File: src/rtl/fifo_pop_ctrl.sv
// fifo_pop_ctrl: pops an upstream fifo into a 2-entry output buffer with flush and pop counting
module fifo_pop_ctrl #(
    parameter int width = 16,
    parameter int cnt_w = 16
) (
    input  logic             clk,
    input  logic             rst,
    input  logic [width-1:0] fifo_dout,
    input  logic             fifo_pndng,
    output logic             fifo_pop,
    output logic [width-1:0] m_data,
    output logic             m_valid,
    input  logic             m_ready,
    input  logic             flush,
    output logic             busy,
    output logic [cnt_w-1:0] pop_count
);
    typedef enum logic [1:0] {IDLE, RUN, FLUSH} state_t;
    state_t state, state_n;
    logic [1:0] cnt, cnt_n, wr_pos;
    logic [width-1:0] b1, b0_n, b1_n;
    logic xfer, ld;
    // Next-state, buffer movement and pop strobe; m_data is slot 0, b1 is slot 1
    always_comb begin
        m_valid  = cnt != 2'd0;
        busy     = state == FLUSH;
        xfer     = m_valid && m_ready;
        fifo_pop = rst && fifo_pndng && (state == FLUSH || cnt < 2'd2 || xfer);
        ld       = state != FLUSH && !flush;
        wr_pos   = cnt - {1'b0, xfer};
        cnt_n    = ld ? wr_pos + {1'b0, fifo_pop} : 2'd0;
        b0_n     = (ld && fifo_pop && wr_pos == 2'd0) ? fifo_dout :
                   (ld && xfer && cnt == 2'd2) ? b1 : m_data;
        b1_n     = (ld && fifo_pop && wr_pos == 2'd1) ? fifo_dout : b1;
        state_n  = (flush && state != FLUSH) ? FLUSH :
                   (state == IDLE) ? (fifo_pndng ? RUN : IDLE) :
                   (state == RUN) ? ((cnt_n == 2'd0 && !fifo_pndng) ? IDLE : RUN) :
                   ((!fifo_pndng && !flush) ? IDLE : FLUSH);
    end
    // State, buffer and pop counter registers
    always_ff @(posedge clk or negedge rst) begin
        if (!rst) begin
            state     <= IDLE;
            cnt       <= 2'd0;
            m_data    <= '0;
            b1        <= '0;
            pop_count <= '0;
        end else begin
            state     <= state_n;
            cnt       <= cnt_n;
            m_data    <= b0_n;
            b1        <= b1_n;
            pop_count <= pop_count + cnt_w'(fifo_pop);
        end
    end
endmodule

File: config.mk
export PLATFORM = sky130hd
export DESIGN_NAME = fifo_pop_ctrl
export DESIGN_NICKNAME = d
export VERILOG_FILES = /design/src/rtl/fifo_pop_ctrl.sv
export SDC_FILE = /design/constraint.sdc
export NUM_CORES = 1
export LEC_CHECK = 0
export ABC_AREA = 1
export CORE_AREA = 2 2 78 80
export DETAILED_ROUTE_END_ITERATION = 10
export DIE_AREA = 0 0 80 82
export PLACE_DENSITY = 0.71
export SLEW_MARGIN = 20
export SYNTH_ARGS = -nofsm -noshare
export SYNTH_HDL_FRONTEND = slang
export SYNTH_SLANG_ARGS = --single-unit
File: constraint.sdc
create_clock -name clk -period 2.6 [get_ports clk]
set_clock_uncertainty 0.15 [all_clocks]
set_input_delay 0.65 -clock clk [delete_from_list [all_inputs] [get_ports clk]]
set_output_delay 0.65 -clock clk [all_outputs]
set_load 0.01 [all_outputs]
== After elaboration in Yosys (flattened, before gate mapping) ==
Cells that the tools add are included.
Storage, ports and cells
  bits in registers: 52
  input bits: 21
  output and inout port bits: 35
  word-level logic and storage cells: 44
Operators by class
  add/sub/neg operators: 3
  $lt $le $gt $ge: 1
  equality and inequality tests: 5
  multiplexer cells: 9
  reductions and logical operators: 21
Operators by type and width (count)
  16-bit 2-to-1 mux: 2
  16-bit by 1-bit adder with 16-bit output: 1
  1-bit logical AND: 12
  2-bit 2-to-1 mux: 5
  2-bit zero test: 3
  2-bit by 1-bit equality test with 1-bit output, second input constant: 2
  2-bit equality test, second input constant: 2
  2-bit nonzero test: 2
  2-bit by 1-bit adder with 2-bit output: 1
  1-bit zero test: 2
  1-bit logical OR: 2
  2-bit less-than comparator, second input constant: 1
  1-bit 2-to-1 mux: 2
  2-bit inequality test, second input constant: 1
  2-bit by 1-bit subtractor with 2-bit output: 1

== Depth between registers and ports, before layout ==
  depth in word-level cells: 12
  mapped depth: 10
  mapped depth without buffers: 9

== Worst setup path after synthesis ==
Ideal clock, no wire load.
  path type: input to register
  start: in fifo_pndng
  end: reg pop_count[9]
  library setup time: 0.079 ns
  data arrival time: 1.812 ns
  required time: 2.371 ns
  slack: 0.559 ns
  cell stages on the path: 8
  path buffers: 0
  cells stage by stage: nand2_1 -> a21oi_4 -> ha_1 -> nand3_1 -> nor3_2 -> nand2_1 -> nor2_1 -> xor2_1
On the way
  longest elaborated chain between the ends: 3
RTL lines
  from (decl): RTL line 9  | input logic fifo_pndng,
  1-bit logical AND (2 in series): RTL line 28  | fifo_pop = rst && fifo_pndng && (state == FLUSH || cnt < 2'd2 || xfer);
  named net fifo_pop: RTL line 10  | output logic fifo_pop,
  16-bit by 1-bit adder with 16-bit output: RTL line 53  | pop_count <= pop_count + cnt_w'(fifo_pop);
  to (signal assigned): RTL line 53
  to (decl): RTL line 16  | output logic [cnt_w-1:0] pop_count
The timed path passes the listed nets, and every way through them passes these cells.
A chain may end at the register's enable or synchronous reset.

== Worst setup path in the final report ==
  start: in fifo_pndng
  end: out fifo_pop
On the way
  longest elaborated chain between the ends: 2
RTL lines (RTL line)
  1-bit logical AND (2 in series): 28
  to (decl): 10
No other way between the ends.

==> metrics.md <==
| Metric | Value |
|---|---|
| Worst VDD drop | `roughly 320 uV` |
| Routed wire length per instance | `between 10 and 15 um` |
| Clock transition at the registers of the reported paths | `90 ps` |
| Ys async rst share | `100%` |
| Final Cycle Share | `92.7%` |
| H-tree depth | `2` |
| Final Slew Violations | `0` |
| Synth Area in Compound Gates | `1.35%` |
| Clock Sink Count | `52` |
| Syn_nets | `301` |
| Detailed Place HPWL | `3870 um` |
| Dominant synthesized flop cell | `dfrtp_1` |
| Fmax | `0.415 GHz` |
| Fin Setup TNS | `0 ps` |
| Cell area after synthesis | `2500 sq um` |
| DR iter-0 viols | `160` |
| Crit path max fanout | `2` |
| RSZ-0062 raised after global routing | `false` |
| Placement row count | `28` |
| Pwr dens | `~690 nW/um^2` |
| Die ar. | `6560 sq um` |
| Drt drc | `0` |
| Period minus WS final | `2410 ps` |
| Final net count | `365` |
| Endpoints failing hold | `0` |
| Fraction of layout cells with a size suffix above 1 | `11.7%` |
| P&R area growth vs syn | `31.5%` |
| Ys Warns | `0` |
| Antenna-violating nets left | `0` |
| Ports | `56` |
| Post-DP Area | `3200 sq um` |
| Synth Area per Inst | `9.08 sq um` |
| Total CTS buffers | `5` |
| #FFs+latches synth | `between 50 and 60` |
| Distinct cells, synth | `27` |
| DRT Wirelength | `5320 um` |
| Max cap viols | `0` |
| Clk buf depth | `2` |
| GR Util All Layers | `17.5%` |
| Total power | `2270 uW` |
| IO buf count | `55` |
| Gate Count Post-Synth | `around 280` |
| Critical Path RT | `1800 ps` |
| Global route total overflow | `0` |
| Hold Crit Class | `input port to asynchronous set/reset pin` |
| Die width | `80 um` |
| Initial Utilization | `43.6%` |
| Worst skew pair latency | `300 ps` |
| Post-Synth XOR/XNOR Area | `under 10%` |
| Slew margin rel. | `a little under three fifths` |
| Post-synthesis simple-gate area fraction | `33.4%` |
| Number of enable flip-flop cells after synthesis | `0` |
| Fraction of synthesized area in multiplexers | `0%` |
| Vias in the first global route | `2068` |
| CTS tree | `built` |
| Antenna violations before repair | `0` |
| Largest family of logic cells by synthesized area | `simple AND/OR/NAND/NOR gates` |
| Final Setup Violations | `0` |
| CP Data Arrival Time | `1610 ps` |
| Die height | `82 um` |
| DRT Pass-1 Iters | `4` |
| Via density | `5.07` |
| Layout fillers | `approximately 530` |
| Register area share after synthesis | `51.9%` |
| Vias | `2108` |
| Cell leakage power | `roughly 0.0016 uW` |
| Critical path class | `input port to primary output` |
| Core area | `approximately 5700 sq um` |
| Status | `complete, no violations` |
| Adder-cell share of the synthesized area | `2.00%` |
| CTS root buf | `clkbuf_8` |
| Worst Setup Start Kind | `input port` |
| Finished Cell Area | `3290 sq um` |
| Critical Path End Type | `primary output` |
| Routability cong. | `0.822` |
| Least-Margin Pin Slew | `around 650 ps` |
| Global-route wire length before repair | `9090 um` |
| Largest net degree at the start of global routing | `53` |
| Fin util | `57.3%` |
| ANT cells | `0` |
report_power, final:
group | leakage (uW) | switching [uW] | internal (uW)
sequential | 0.000672 | 125 | 978
combinational | 0.000919 | 321 | 385
clock | 0.0000510 | 253 | 213
total | 0.00164 | 699 | 1580
registers in the layout (all words and copies together) (netlist names):
signal / flops
state: 2
m_data: 16
pop_count: 16
b1: 16
cnt: 2
layer usage:
metal	up-vias	GRT usage (%)	routed length [um]
met3	6	3.41	191
met5	-	0	0
li1	1037	-	-
met2	40	30.3	2740
met1	1025	22.3	2320
met4	0	5.25	63
worst max-delay path, cell delays in order:
cell and delay, ps:
clkdlybuf4s50_1 480, nand2_1 90, a21oi_4 120, dlygate4sd2_1 280
cell families (layout without fill, tap and decap cells):
| logic type | Yosys count | after routing |
|---|---|---|
| xor gates and xnor gates | 14 | 14 |
| adders and majority gates | 4 | 4 |
| AOI/OAI and AO/OA | 4 | 4 |
| and+or+nand+nor | 169 | 169 |
| buffers and inverters | 33 | 98 |
| DFF | 52 | 52 |
cell type report:
class	instances	area, sq um	share of cell area [%]
Inverter	21	78.8	2.39
Tap cell	75	93.8	2.85
Clock buffer	6	82.6	2.51
Sequential cell	52	1300	39.5
Timing Repair Buffer	69	686	20.8
Clock inverter	2	10.0	0.304
Multi-Input combinational cell	191	1040	31.6
final timing paths:
kind | start | to | slack (ps) | depth (start not counted)
min in group clk | pop_count[15] | pop_count[15] | 320 | 1
hold / removal | rst | pop_count[0] | 300 | 2
max in group asynchronous | rst | pop_count[12] | 1550 | 2
setup / recovery | fifo_pndng | fifo_pop | 190 | 4
hold reg to reg | pop_count[15] | pop_count[15] | 320 | 1
setup reg to reg | cnt[1] | pop_count[15] | 570 | 10
per-stage QoR:
| stage | hold WS (ps) | setup slack, ps | cells |
|---|---|---|---|
| 6_report | 303 | 190 | 416 |
| 5_1_grt | 332 | 100 | 416 |
| 4_1_cts | 323 | 180 | 416 |
| 3_5_place_dp | 310 | -139 | 408 |
| 3_3_place_gp | 304 | -120 | 408 |
| 2_1_floorplan | 204 | 559 | 276 |
cells in the mapped netlist, types with 2 or more instances:
master / n / share of area, %
inv_1: 15 / 2.2
buf_2: 6 / 1.2
dfrtp_1: 52 / 52
xor2_1: 13 / 4.5
nand2_4: 2 / 0.90
ha_1: 4 / 2.0
nand3b_1: 2 / 0.60
nor2_4: 3 / 1.3
buf_6: 3 / 1.3
nand3_1: 88 / 18
buf_4: 2 / 0.60
nand4_1: 2 / 0.50
inv_2: 6 / 0.90
nand2_2: 2 / 0.50
nand2_1: 53 / 7.9
nor3_1: 4 / 0.80
nor2_1: 9 / 1.3
cell usage in the layout (no fill, tap or decap), drive strengths merged:
master,count
nand2,57
o21a,1
and2,1
o21ai,1
nand3,89
nand3b,2
nand4,2
xnor2,1
clkdlybuf4s50,52
a21oi,2
nor3,5
clkbuf,6
xor2,13
buf,15
dfrtp,52
ha,4
clkinv,2
nor2,13
dlygate4sd2,2
inv,21
what timing repair did:
action,4_1_cts,5_1_grt
buffers inserted,0,0
resized for setup,2,0
setup endpoints to repair,1,0
hold buffers,0,0
Note: power is estimated with default switching activity, not from simulation.
